File: config.mk
export PLATFORM = sky130hd
export DESIGN_NAME = mix_columns_iter
export DESIGN_NICKNAME = d
export VERILOG_FILES = /design/src/rtl/aes_pkg.sv /design/src/rtl/mix_col_word.sv /design/src/rtl/mix_columns_iter.sv
export SDC_FILE = /design/constraint.sdc
export NUM_CORES = 1
export LEC_CHECK = 0
export CORE_AREA = 2 2 174 176
export CTS_CLUSTER_DIAMETER = 40
export DETAILED_ROUTE_END_ITERATION = 6
export DIE_AREA = 0 0 176 178
export PLACE_DENSITY_LB_ADDON = 0.05
export SYNTH_ARGS = -nofsm -noshare
export SYNTH_HDL_FRONTEND = slang
export SYNTH_HIERARCHICAL = 1
export SYNTH_SLANG_ARGS = --single-unit
File: constraint.sdc
create_clock -name clk -period 5.1 [get_ports clk]
set_input_delay 1.02 -clock clk [delete_from_list [all_inputs] [get_ports clk]]
set_output_delay 1.02 -clock clk [all_outputs]
set_load 0.05 [all_outputs]
File: src/rtl/aes_pkg.sv
// Shared AES helpers: GF(2^8) constant multipliers built from xtime, plus the
// common state types used by the round datapath.
package aes_pkg;

    localparam logic [7:0] AES_POLY = 8'h1B;

    typedef logic [31:0]  aes_col_t;
    typedef logic [127:0] aes_state_t;

    typedef enum logic [1:0] {
        MC_IDLE,
        MC_RUN,
        MC_DONE
    } mc_state_e;

    function automatic logic [7:0] xtime(input logic [7:0] a);
        return {a[6:0], 1'b0} ^ (a[7] ? AES_POLY : 8'h00);
    endfunction

    // Only the MixColumns/InvMixColumns coefficients are supported; others give 0.
    function automatic logic [7:0] gf_mul_const(input logic [7:0] a, input logic [3:0] k);
        logic [7:0] x2;
        logic [7:0] x4;
        logic [7:0] x8;
        logic [7:0] res;
        x2 = xtime(a);
        x4 = xtime(x2);
        x8 = xtime(x4);
        case (k)
            4'h1:    res = a;
            4'h2:    res = x2;
            4'h3:    res = x2 ^ a;
            4'h9:    res = x8 ^ a;
            4'hB:    res = x8 ^ x2 ^ a;
            4'hD:    res = x8 ^ x4 ^ a;
            4'hE:    res = x8 ^ x4 ^ x2;
            default: res = 8'h00;
        endcase
        return res;
    endfunction

endpackage

File: src/rtl/mix_col_word.sv
// Combinational MixColumns/InvMixColumns of one 32-bit column; row 0 is the
// top byte. With INV_EN = 0 the inverse coefficients are never selected.
module mix_col_word
    import aes_pkg::*;
#(
    parameter int unsigned INV_EN = 1
) (
    input  logic [31:0] i_col,
    input  logic        i_inv,
    output logic [31:0] o_col
);

    logic       w_inv;
    logic [7:0] w_a [4];
    logic [3:0] w_k [4];

    assign w_inv = (INV_EN != 0) && i_inv;

    for (genvar r = 0; r < 4; r++) begin : g_byte
        assign w_a[r] = i_col[31 - 8*r -: 8];
    end

    // First row of each circulant matrix; later rows rotate it right by one.
    assign w_k[0] = w_inv ? 4'hE : 4'h2;
    assign w_k[1] = w_inv ? 4'hB : 4'h3;
    assign w_k[2] = w_inv ? 4'hD : 4'h1;
    assign w_k[3] = w_inv ? 4'h9 : 4'h1;

    always_comb begin
        o_col = '0;
        for (int r = 0; r < 4; r++) begin
            for (int j = 0; j < 4; j++) begin
                o_col[31 - 8*r -: 8] = o_col[31 - 8*r -: 8]
                                     ^ gf_mul_const(w_a[2'(r + j)], w_k[j]);
            end
        end
    end

endmodule

File: src/rtl/mix_columns_iter.sv
// Iterative AES MixColumns/InvMixColumns engine: a 128-bit state is transformed
// in place, COLS_PER_CYC columns per cycle, behind valid/ready handshakes.
module mix_columns_iter
    import aes_pkg::*;
#(
    parameter int unsigned COLS_PER_CYC = 1,
    parameter int unsigned INV_EN       = 1
) (
    input  logic         clk,
    input  logic         rst,
    input  logic         in_valid,
    output logic         in_ready,
    input  logic [127:0] in_data,
    input  logic         in_inv,
    output logic         out_valid,
    input  logic         out_ready,
    output logic [127:0] out_data,
    output logic         busy
);

    if (!(COLS_PER_CYC == 1 || COLS_PER_CYC == 2 || COLS_PER_CYC == 4)) begin : g_bad_cols
        $error("mix_columns_iter: COLS_PER_CYC must be 1, 2 or 4");
    end

    localparam int unsigned NUM_GRP  = 4 / COLS_PER_CYC;
    localparam logic [1:0]  LAST_GRP = 2'(NUM_GRP - 1);

    mc_state_e  r_state;
    mc_state_e  w_state_nxt;
    aes_state_t r_data;
    aes_state_t r_out;
    logic       r_mode;
    logic [1:0] r_col_cnt;

    logic       w_load;
    logic       w_last;
    aes_state_t w_data_nxt;
    logic [1:0] w_idx     [COLS_PER_CYC];
    aes_col_t   w_col_in  [COLS_PER_CYC];
    aes_col_t   w_col_out [COLS_PER_CYC];

    always_ff @(posedge clk) begin
        if (rst) begin
            r_state <= MC_IDLE;
        end else begin
            r_state <= w_state_nxt;
        end
    end

    always_comb begin
        // NOTE: every signal driven here gets a default first, so no path can infer a latch.
        w_state_nxt = r_state;
        in_ready    = 1'b0;
        out_valid   = 1'b0;
        busy        = 1'b0;
        w_load      = 1'b0;
        w_last      = 1'b0;
        case (r_state)
            MC_IDLE: begin
                in_ready = 1'b1;
                if (in_valid) begin
                    w_load      = 1'b1;
                    w_state_nxt = MC_RUN;
                end
            end
            MC_RUN: begin
                busy = 1'b1;
                if (r_col_cnt == LAST_GRP) begin
                    w_last      = 1'b1;
                    w_state_nxt = MC_DONE;
                end
            end
            MC_DONE: begin
                out_valid = 1'b1;
                in_ready  = out_ready;
                if (out_ready) begin
                    if (in_valid) begin
                        w_load      = 1'b1;
                        w_state_nxt = MC_RUN;
                    end else begin
                        w_state_nxt = MC_IDLE;
                    end
                end
            end
            default: w_state_nxt = MC_IDLE;
        endcase
    end

    // Group col_cnt covers columns col_cnt*COLS_PER_CYC .. +COLS_PER_CYC-1.
    for (genvar g = 0; g < COLS_PER_CYC; g++) begin : g_col
        assign w_idx[g]    = 2'(32'(r_col_cnt) * COLS_PER_CYC + g);
        assign w_col_in[g] = r_data[{w_idx[g], 5'd0} +: 32];

        mix_col_word #(
            .INV_EN (INV_EN)
        ) u_mix_col_word (
            .i_col (w_col_in[g]),
            .i_inv (r_mode),
            .o_col (w_col_out[g])
        );
    end

    always_comb begin
        w_data_nxt = r_data;
        for (int g = 0; g < COLS_PER_CYC; g++) begin
            w_data_nxt[{w_idx[g], 5'd0} +: 32] = w_col_out[g];
        end
    end

    // NOTE: the working state has no reset; it is always loaded from in_data before it is read.
    always_ff @(posedge clk) begin
        if (w_load) begin
            r_data <= in_data;
        end else if (busy) begin
            r_data <= w_data_nxt;
        end
    end

    always_ff @(posedge clk) begin
        if (rst) begin
            r_out     <= '0;
            r_mode    <= 1'b0;
            r_col_cnt <= 2'd0;
        end else begin
            if (w_load) begin
                r_mode    <= (INV_EN != 0) && in_inv;
                r_col_cnt <= 2'd0;
            end else if (busy) begin
                r_col_cnt <= w_last ? 2'd0 : r_col_cnt + 2'd1;
            end
            // The result register only changes when a new result completes.
            if (w_last) begin
                r_out <= w_data_nxt;
            end
        end
    end

    assign out_data = r_out;

endmodule

# --- After elaboration in Yosys (flattened, before gate mapping) ---
# Cells that the tools add are included.
totals:
  word_cells: 123
  latchBits: 0
  ramBits: 0
  romBits: 0
  inputBits: 133
  memories: 0
  output_inout_bits: 131
  ff_bits: 261
classes:
  addsub: 2
  n_shift: 3
  reduce_logical: 8
  bitwise: 32
  n_lt_le_gt_ge: 0
  muxes: 39
  multipliers: 0
  n_div: 0
  n_eq_ne: 34
op_table:
  columns: ["op", "n"]
  rows:
  - ["8-bit one-hot mux with 7 select lines", 8]
  - ["128-bit 2-to-1 mux", 2]
  - ["8-bit bitwise XOR", 32]
  - ["128-bit bitwise mux", 1]
  - ["32-bit by 9-bit variable shift with 128-bit output (first input constant)", 1]
  - ["128-bit by 8-bit variable part select with 32-bit output", 1]
  - ["32-bit by 9-bit variable part select with 128-bit output", 1]
  - ["4-bit == test (second input constant)", 16]
  - ["4-bit by 2-bit == test with 1-bit output (second input constant)", 8]
  - ["8-bit 2-to-1 mux", 4]
  - ["5-bit 2-to-1 mux", 6]
  - ["7-bit OR reduction", 4]
  - ["4-bit by 1-bit == test with 1-bit output (second input constant)", 4]
  - ["4-bit 2-to-1 mux", 4]
  - ["7-bit negator with 9-bit output", 1]
  - ["2-bit 2-to-1 mux", 4]
  - ["1-bit 2-to-1 mux", 7]
  - ["2-bit inequality test (second input constant)", 3]
  - ["2-bit one-hot mux with 3 select lines", 1]
  - ["2-bit == test (second input constant)", 2]
  - ["1-bit one-hot mux with 2 select lines", 2]
  - ["3-bit AND reduction", 1]
  - ["2-bit by 1-bit adder with 2-bit output (second input constant)", 1]
  - ["2-bit by 1-bit == test with 1-bit output (second input constant)", 1]
  - ["3 further kinds", 3]

# --- Logic depth before layout (Yosys ltp) ---
# Gate-level depths: netlist of run 1.
depth:
  ltp_word: 17
  ltp_mapped: 12

# --- By module ---
# Netlist of run 1, hierarchy kept.
modules_own_cells:
  columns: ["module", "instances", "area_per_inst_um2", "seq_area_each_um2", "cells_each"]
  rows:
  - ["mix_columns_iter", 1, 12834.8, 6506.2, 1199]
  - ["mix_col_word", 1, 1088.5, 0.0, 129]

# --- Least setup slack after synthesis of run 1 ---
# Ideal clock, no wire load.
synth_timing:
  kind: "input to register"
  start: "input in_valid"
  end: "register r_data[0] (enable)"
  arrival_ns: 3.944
  stages: 6
  required_time_ns: 3.978
  path_slack_ns: 0.034
  cell_sequence: "nor2b_1 -> nand2_1 -> buf_2 -> buf_2 -> buf_2 -> nand2_1"
synth_between:
  elab_chain_cells: 4
synth_lines:
  columns: ["element", "line", "source"]
  rows:
  - ["from (decl)", "mix_columns_iter.sv:11", "input logic in_valid,"]
  - ["1-bit 2-to-1 mux *", "mix_columns_iter.sv:61, mix_columns_iter.sv:77", null]
  - ["1-bit 2-to-1 mux", "mix_columns_iter.sv:76", "if (out_ready) begin"]
  - ["1-bit one-hot mux with 2 select lines *", "mix_columns_iter.sv:58", "case (r_state)"]
  - ["2-bit nonzero test (no source line) *", null, null]
  - ["to (signal assigned)", "mix_columns_iter.sv:113", "r_data <= in_data;"]
  - ["to (signal assigned)", "mix_columns_iter.sv:115", "r_data <= w_data_nxt;"]
  - ["to (decl)", "mix_columns_iter.sv:30", "aes_state_t r_data;"]
# Mark *: on every way between the ends. The rest lies on a longest branch, timed or not.
# A chain may end at the register's enable or synchronous reset.

==> summary.txt, run 1 <==
STA
  – FMAX: 0.242 GHz
  – Final-report max-slew violation count: 0
  – Fin crit share: 81.1%
  – Unrepaired setup endpoints after global routing: no
  – Measured slew at the worst slew-check pin: 1.18 ns
  – Min cycle time layout: 4.14 ns
  – Clock skew: 0.0197 ns
  – Slew margin rel.: 21.0%
  – Setup tns final: 0 ns
  – Final count of hold timing violations: 0
  – Final Setup Violations: 0

Detailed routing
  – 1st-pass router iterations: 5
  – Post-route DRC: 0
  – DRT antenna net count: 0
  – Drt wl/cell: 23.2 um
  – Detailed router's first-iteration violation count: 1190
  – Final WL: 44900 um
  – DR vias: 11300
  – Drt via density: 5.82

Cells and area
  – Leading cell types in the layout, fill and taps excluded: clkdlybuf4s50_1, a21oi_1, dfxtp_1
  – Layout cell share with drive strength beyond 1: 13.9%
  – Final #Nets: 1651
  – Antenna diodes: 0
  – Final core occ: 60.7%
  – Commonest non-fill, non-tap cell in the layout: clkdlybuf4s50_1
  – Area Growth Syn to Fin: 31.6%

Run
  – Max Cap Viol: 0

Floorplan
  – Starting Density: 46.1%
  – Core area: 0.0294 sq mm
  – FP Rows: 63
  – # IOs: 264
  – Die Span Y: 178 um
  – Die X: 176 um
  – Die area: 0.0313 sq mm

Critical path
  – Worst Setup End Kind: flop
  – Critical Path RT: 5.49 ns
  – Critical path launch point type: flop
  – Crit path DAT: 4.53 ns
  – Crit-path max FO: 18
  – CP Class: reg2reg

Clock network
  – Clock latency on the worst-skew pair: 0.52 ns
  – Root Driver: clkbuf_16
  – CTS buffer count: 41
  – Max Buffers Root-to-Sink: 3
  – Clk sinks: 261
  – CTS tree: built
  – H-tree depth: 2
  – CTS resizes: 0
  – Postcts setup bufs: 0
  – Hold_buf cts: 0
  – Worst-path clk slew: 0.05 ns

Synthesis
  – Syn Inst Count: 1312
  – Avg Cell Area, Syn: 10.3 sq um
  – Netlist Area Pre-Place: 0.0136 sq mm
  – Syn nets: 1451
  – Synthesis Warnings: 6

GRT
  – Largest net degree at the start of global routing: 117
  – Total grt overflow: 0
  – Vias in the first global route: 10800
  – First-pass GRT wire length: 67000 um
  – Global Route Usage Sum: 28.0%
  – Antenna violations before repair: 0

Power and ir drop
  – Pwr Density: 514 mW/mm^2
  – Worst IR drop on VDD: 264 uV
  – Leak: 6.13 nW

Place
  – DP HPWL: 29900 um
  – GPL Wtd Cong: 0.907
  – Port Buffers: 263

Outcome
  – Status: complete, no violations

Worst hold path
  – Hold Crit Class: reg2reg
==> power by group <==
| group | internal [W] | total [W] | switching [W] |
|---|---|---|---|
| registers | 0.00252 | 0.00266 | 0.000142 |
| clock network | 0.00202 | 0.00305 | 0.00104 |
| logic | 0.00121 | 0.00346 | 0.00225 |
| total | 0.00574 | 0.00917 | 0.00343 |
==> flip-flops by register name (all words and copies together) (netlist names) <==
name	flops
r_mode	1
r_col_cnt	2
r_state	2
out_data	128
r_data	128
==> stage by stage <==
stage	setup slack [ns]	instance area, sq um	power, W	hold slack [ns]	instances
2_1_floorplan	0.0336	13600	0.00470	0.450	1312
3_5_place_dp	1.03	16300	0.00606	0.490	1859
6_report	0.963	17800	0.00917	0.495	1935
5_1_grt	0.829	17800	0.00944	0.517	1935
3_3_place_gp	1.08	16300	0.00609	0.487	1859
4_1_cts	1.05	17800	0.00912	0.498	1935
==> critical path, cell delays in order, from the launching register on <==
cell     delay [ns]
dfxtp_1        0.83
buf_4          0.26
mux4_2         0.40
xnor2_1        0.21
xnor2_1        0.38
xor2_1         0.27
nand2_1        0.14
xnor2_1        0.94
nand3_1        0.20
o22ai_2        0.19
mux2_2         0.18
==> final cells by class <==
| type | instances | area, sq um |
|---|---|---|
| Clock buffer | 53 | 1150 |
| Clock inverter | 23 | 350 |
| Fill cell | 2473 | 11600 |
| Inverter | 40 | 150 |
| Multi-Input combinational cell | 874 | 6270 |
| Sequential cell | 261 | 6510 |
| Tap cell | 390 | 488 |
| Timing Repair Buffer | 294 | 2930 |
==> path summary, 6_finish.rpt <==
check,from,to,slack [ns],cells after the start
worst max-delay path,r_col_cnt[1],r_data[38],0.96,10
worst max register to register,r_col_cnt[1],r_data[38],0.96,10
worst min-delay path,out_data[65],out_data[65],0.49,2
worst min register to register,out_data[65],out_data[65],0.49,2
==> metal layers <==
layer  vias to the layer above  track usage, %  share of wire (%)  wire (um)
met5                         -               0                  0          0
met3                        57            4.86                7.5       3360
met1                      5524            41.8                 47      21000
li1                       5210               -                  -          -
met2                       468            41.8                 44      19600
met4                         0            7.64                2.1        950
Note: power is estimated with default switching activity, not from simulation.
==> run 2: changes to the inputs <==
==> constraint.sdc (replaced) <==
create_clock -name clk -period 3.5 [get_ports clk]
set_input_delay 0.7 -clock clk [delete_from_list [all_inputs] [get_ports clk]]
set_output_delay 0.7 -clock clk [all_outputs]
set_load 0.05 [all_outputs]
==> summary.txt, run 2 (same netlist as run 1, synthesis figures left out) <==
Floorplan
  – # IOs: 264 (unchanged)
  – Die Span Y: 178 um (unchanged)
  – FP Rows: 63 (unchanged)
  – Starting Density: 46.1% (unchanged)
  – Die X: 176 um (unchanged)
  – Die area: 0.0313 sq mm (unchanged)
  – Core area: 0.0294 sq mm (unchanged)

Critical path
  – Critical R2R Capture: out_data[7] (was r_data[38])
  – Crit path DAT: 3.85 ns (was 4.53 ns)
  – Crit path from: r_col_cnt[0] (was r_col_cnt[1])
  – Register-to-Register Path Depth: 11 (was 10)
  – Worst Setup End Kind: flop (unchanged)
  – Critical path launch point type: flop (unchanged)
  – Reg2reg setup slack: 0.09 ns (was 0.96 ns)
  – Critical Path End: out_data[7] (was r_data[38])
  – Crit-path max FO: 11 (was 18)
  – CP Class: reg2reg (unchanged)
  – Worst R2R Start: r_col_cnt[0] (was r_col_cnt[1])
  – Critical Path RT: 3.93 ns (was 5.49 ns)

STA
  – Setup tns final: 0 ns (unchanged)
  – FMAX: 0.293 GHz (was 0.242 GHz)
  – Final-report max-slew violation count: 0 (unchanged)
  – WHS: 0.494 ns (was 0.495 ns)
  – Unrepaired setup endpoints after global routing: yes (was no)
  – Measured slew at the worst slew-check pin: 1.14 ns (was 1.18 ns)
  – Final count of hold timing violations: 0 (unchanged)
  – Fin crit share: 97.6% (was 81.1%)
  – Final Setup Violations: 0 (unchanged)
  – Clock skew: 0.0216 ns (was 0.0197 ns)
  – Slew margin rel.: 23.3% (was 21.0%)
  – Min cycle time layout: 3.41 ns (was 4.14 ns)

Power and ir drop
  – Sw frac: 37.5% (was 37.4%)
  – Comb pwr share: 42.4% (was 37.7%)
  – Worst IR drop on VDD: 432 uV (was 264 uV)
  – Pwr Density: 756 mW/mm^2 (was 514 mW/mm^2)
  – Sequential power share: 28.1% (was 29.0%)
  – Internal power: 0.00863 W (was 0.00574 W)
  – NetSw: 0.00519 W (was 0.00343 W)
  – Leak: 6.39 nW (was 6.13 nW)
  – Clock network power share: 29.6% (was 33.3%)

Clock network
  – Worst-path clk slew: 0.05 ns (about the same)
  – Root Driver: clkbuf_16 (unchanged)
  – H-tree depth: 2 (unchanged)
  – CTS tree: built (unchanged)
  – CTS buffer count: 42 (was 41)
  – Max Buffers Root-to-Sink: 3 (unchanged)
  – Clk sinks: 261 (unchanged)
  – Clock latency on the worst-skew pair: 0.53 ns (was 0.52 ns)
  – Hold_buf cts: 0 (unchanged)

Detailed routing
  – Detailed router's first-iteration violation count: 1064 (was 1190)
  – DRT antenna net count: 0 (unchanged)
  – Final WL: 45500 um (was 44900 um)
  – Post-route DRC: 0 (unchanged)
  – 1st-pass router iterations: 4 (was 5)
  – Drt wl/cell: 22.9 um (was 23.2 um)
  – DR vias: 11400 (was 11300)
  – Drt via density: 5.76 (was 5.82)

Place
  – Port Buffers: 263 (unchanged)
  – GPL Wtd Cong: 0.954 (was 0.907)
  – Placed cells: 1904 (was 1859)
  – DP HPWL: 31500 um (was 29900 um)

Cells and area
  – Layout Cells excl Fill: 1984 (was 1935)
  – Final #Nets: 1700 (was 1651)
  – Layout cell share with drive strength beyond 1: 17.6% (was 13.9%)
  – Commonest non-fill, non-tap cell in the layout: clkdlybuf4s50_1 (unchanged)
  – Leading cell types in the layout, fill and taps excluded: clkdlybuf4s50_1, a21oi_1, dfxtp_1 (unchanged)
  – Antenna diodes: 0 (unchanged)
  – Area Growth Syn to Fin: 34.7% (was 31.6%)

GRT
  – M3 GR Usage: 4.43% (was 4.86%)
  – Largest net degree at the start of global routing: 109 (was 117)
  – Met2 Resource Use GR: 42.3% (was 41.8%)
  – Antenna violations before repair: 2 (was 0)
  – Total grt overflow: 0 (unchanged)
  – Global Route Usage Sum: 28.3% (was 28.0%)
  – GRT Max-Usage Layer: met2 (unchanged)
  – First-pass GRT wire length: 67300 um (was 67000 um)
  – Met1 Use GR: 42.1% (was 41.8%)
  – Vias in the first global route: 10800 (about the same)

Worst hold path
  – Hold Crit Class: reg2reg (unchanged)

Outcome
  – Status: complete, no violations (unchanged)

Run
  – Max Cap Viol: 0 (unchanged)
==> run 2: changes by cell type in the layout (fill, tap and decap cells not counted), sizes merged <==
cell,delta
buf,+49
bufinv,-5
clkinv,+5
clkinvlp,+4
clkbuf,-2
clkdlybuf4s50,-1
inv,-1
==> run 2: final cells by class <==
| cell class | count | area [sq um] |
|---|---|---|
| clock buffer | 51 | 1140 |
| clock inverter | 26 | 253 |
| fill | 2491 | 11100 |
| inverter | 40 | 150 |
| multi-input combinational | 874 | 6370 |
| sequential | 261 | 6510 |
| tap | 390 | 488 |
| timing repair buffer | 342 | 3370 |
==> run 2: how the worst min path moves through the flow <==
| stage | slack [ns] | startpoint | cells after the start | end |
|---|---|---|---|---|
| after floorplan | 0.45 | r_mode | 2 | r_mode |
| after global placement | 0.49 | out_data[125] | 2 | out_data[125] |
| after detailed placement | 0.49 | out_data[25] | 2 | out_data[25] |
| after CTS | 0.50 | out_data[25] | 2 | out_data[25] |
| after global routing | 0.51 | out_data[101] | 2 | out_data[101] |
| final | 0.49 | out_data[25] | 2 | out_data[25] |
==> run 2: critical path, cell delays in order, from the launching register on <==
cell and delay (ns):
dfxtp_1 0.41, buf_12 0.17, buf_4 0.14, mux4_2 0.60
xnor2_1 0.25, xnor2_1 0.19, nand2_1 0.11, xnor2_1 0.18
xnor2_1 0.65, buf_4 0.28, a21oi_1 0.09, a211oi_1 0.24
==> run 2: layer usage <==
metal / wire (um) / vias up / share of wire (%)
met5: 0 / - / 0
li1: - / 5325 / -
met2: 19900 / 486 / 44
met3: 3420 / 70 / 7.5
met1: 20900 / 5538 / 46
met4: 1260 / 0 / 2.8
==> run 2: repair_timing <==
action,in CTS,in global routing
buffers inserted,0,3
pin swaps,0,1
hold endpoints to repair,0,0
setup endpoints to repair,3,36
gates resized for setup,1,11
==> run 2: stage by stage <==
stage          power, W  instance area (sq um)  utilization (%)  setup WS, ns
2_1_floorplan   0.00684                  13600                -        0.0526
3_3_place_gp    0.00948                  16800             57.1       -0.0550
3_5_place_dp    0.00947                  16800             57.1       -0.0392
4_1_cts          0.0136                  18200             61.8       0.00162
5_1_grt          0.0143                  18300             62.2       -0.0474
6_report         0.0138                  18300             62.2        0.0853
==> run 2: power by group through the flow <==
| stage | Clock (W) | Sequential [W] | Combinational, W |
|---|---|---|---|
| final | 0.00408 | 0.00388 | 0.00585 |
| after global routing | 0.00426 | 0.00389 | 0.00611 |
| after CTS | 0.00412 | 0.00386 | 0.00559 |
| after detailed placement | 0 | 0.00391 | 0.00556 |
| after global placement | 0 | 0.00391 | 0.00556 |
| after floorplan | 0 | 0.00381 | 0.00303 |
==> patch (flow settings as in run 2) <==
`INV_EN` is set to 1 in 2 places; all go to 0.
--- a/src/rtl/mix_col_word.sv
+++ b/src/rtl/mix_col_word.sv
@@ -5,3 +5,3 @@
 #(
-    parameter int unsigned INV_EN = 1
+    parameter int unsigned INV_EN = 0
 ) (
--- a/src/rtl/mix_columns_iter.sv
+++ b/src/rtl/mix_columns_iter.sv
@@ -6,3 +6,3 @@
     parameter int unsigned COLS_PER_CYC = 1,
-    parameter int unsigned INV_EN       = 1
+    parameter int unsigned INV_EN       = 0
 ) (
Behaviour: same outputs for any inputs over 10 cycles, from zero or initial values and one cycle with rst high; that may be too few to reach the edited logic, so the function may still have changed.
==> patch against run 2 <==
Via count fell by 14%; worst setup slack improved by 0.45 ns; critical path type is now in2out; cell area fell by 6.2%; largest cell class unchanged; highest routed layer is now met5; sequential cell count fell by 1; wire length fell by 18%; synthesized area fell by 4.2%; hold slack improved by 0.00056 ns.
Power is not compared: it rests on default switching activity, and its combinational part moved more than twofold at a synthesized area within 25%.
==> patch: results (changes against run 2) <==
- Status: completed
- Max IR drop VDD: 0.394 mV
- Placed cell area: 15600 um2 (-6.8%)
- Worst skew pair latency: 0.54 ns
- Slowest stage cell on the critical path: clkdlybuf4s50_1
- Avg WL per Cell: 20.9 um (-8.7%)
- Met3 Track Usage GR: 4.71% (+0.28 points)
- Root Buffer: clkbuf_16
- Crit. Startpoint: out_ready
- Crit path max fanout: 5 (-6)
- Worst slew margin: 20.3% (-3.0 points)
- Hold depth: 2 (unchanged)
- M2 GR Usage: 39.9% (-2.4 points)
- DR vias: 9797 (-14%)
- Worst setup path endpoint: in_ready
- 1st-iter DRT viols: 610 (-43%)
- Reg2reg path depth: 6 (-5)
- Port bufs: 262 (-0.38%)
- Cts bufs inserted: 44 (+4.8%)
- CP delay by family, top: buffers and inverters
- Clock transition at the registers of the reported paths: 0.05 ns (about the same)
- Worst R2R End: r_data[71]$_DFFE_PP_
- Met1 GRT Util: 29.8% (-12 points)
- Critical register-to-register path startpoint: r_col_cnt[0]$_SDFFE_PP0P_
- Setup Fix Bufs, Post-CTS: 0 (unchanged)
- Initial antenna violation count: 1 (-1)
- Largest net degree at the start of global routing: 121 (+11%)
- Cts hold-fix bufs: 0 (unchanged)
- Worst hold start: out_data[19]$_SDFFE_PP0P_
- Diode count: 0 (unchanged)
- Max incr delay on CP: 0.83 ns (+0.18 ns)
- P_leak: 0.00665 uW
- Yosys warns: 6 (unchanged)
- TritonRoute pass-1 iters: 7 (+3)
- Post-layout net count: 1501 (-12%)
- WP data arrival: 2.26 ns (-1.59 ns)
- First-pass GRT wire length: 56700 um (-16%)
- Final Skew: 0.0207 ns (-0.000802 ns)
- Setup TNS: 0 ns (unchanged)
- Routability cong.: 0.788 (-17%)
- Cts repair resizes: 0 (-1)
- R2r setup slk: 1.10 ns (+1.01 ns)
- Share of cells above drive strength 1: 14.4% (-3.3 points)
- Vias in the first global route: 9894 (-8.4%)
- Total track usage: 23.3% (-4.9 points)
- Clk buf depth: 3 (unchanged)
- CP Capture Type: output port
- Hpwl dp: 23200 um (-26%)
-- patch: cell type report --
| class | count | area [um2] |
|---|---|---|
| fillers | 2506 | 12300 |
| flip-flops and latches | 260 | 6490 |
| multi-input cells | 738 | 5660 |
| repair buffers | 281 | 2860 |
| clock buffers | 54 | 1190 |
| well taps | 390 | 488 |
| clock inverters | 28 | 322 |
| inverters | 37 | 139 |
-- patch: stage by stage --
stage               worst slack [ns]  std cells  hold slack (ns)  power, uW  util (%)
floorplan                     0.0984       1188            0.534       4550         -
global placement               0.536       1706            0.491       4860      53.2
detailed placement             0.555       1706            0.492       4880      53.2
CTS                            0.542       1788            0.498       9300      58.3
global route                   0.505       1788            0.507       9590      58.3
finish                         0.540       1788            0.494       9260      58.3
-- patch: report_power, final --
| group | switching (uW) | total (uW) | internal [uW] |
|---|---|---|---|
| clock network | 1540 | 4410 | 2870 |
| registers | 57.9 | 3580 | 3530 |
| logic | 666 | 1270 | 600 |
-- patch: layer usage --
metal / part of all wire [%] / wire length [um] / up-vias
li1: - / - / 4651
met4: 2.6 / 962 / 2
met2: 49 / 18200 / 301
met3: 6.2 / 2320 / 65
met1: 42 / 15900 / 4778
met5: 0.035 / 13 / -
-- patch: how the worst min path moves through the flow --
stage / endpoint / slack, ns
floorplan: r_state[0]$_SDFFE_PP0P_ / 0.53
global placement: out_data[5]$_SDFFE_PP0P_ / 0.49
detailed placement: out_data[16]$_SDFFE_PP0P_ / 0.49
CTS: out_data[16]$_SDFFE_PP0P_ / 0.50
global route: out_data[101]$_SDFFE_PP0P_ / 0.51
finish: out_data[19]$_SDFFE_PP0P_ / 0.49
-- patch: worst reg2reg max path, cell delays in order (launching register included) --
cell and delay [ns]:
dfxtp_1 0.45, inv_1 0.18, ha_2 0.58, buf_12 0.27, and2b_1 0.22, a41o_1 0.22
mux2_4 0.25
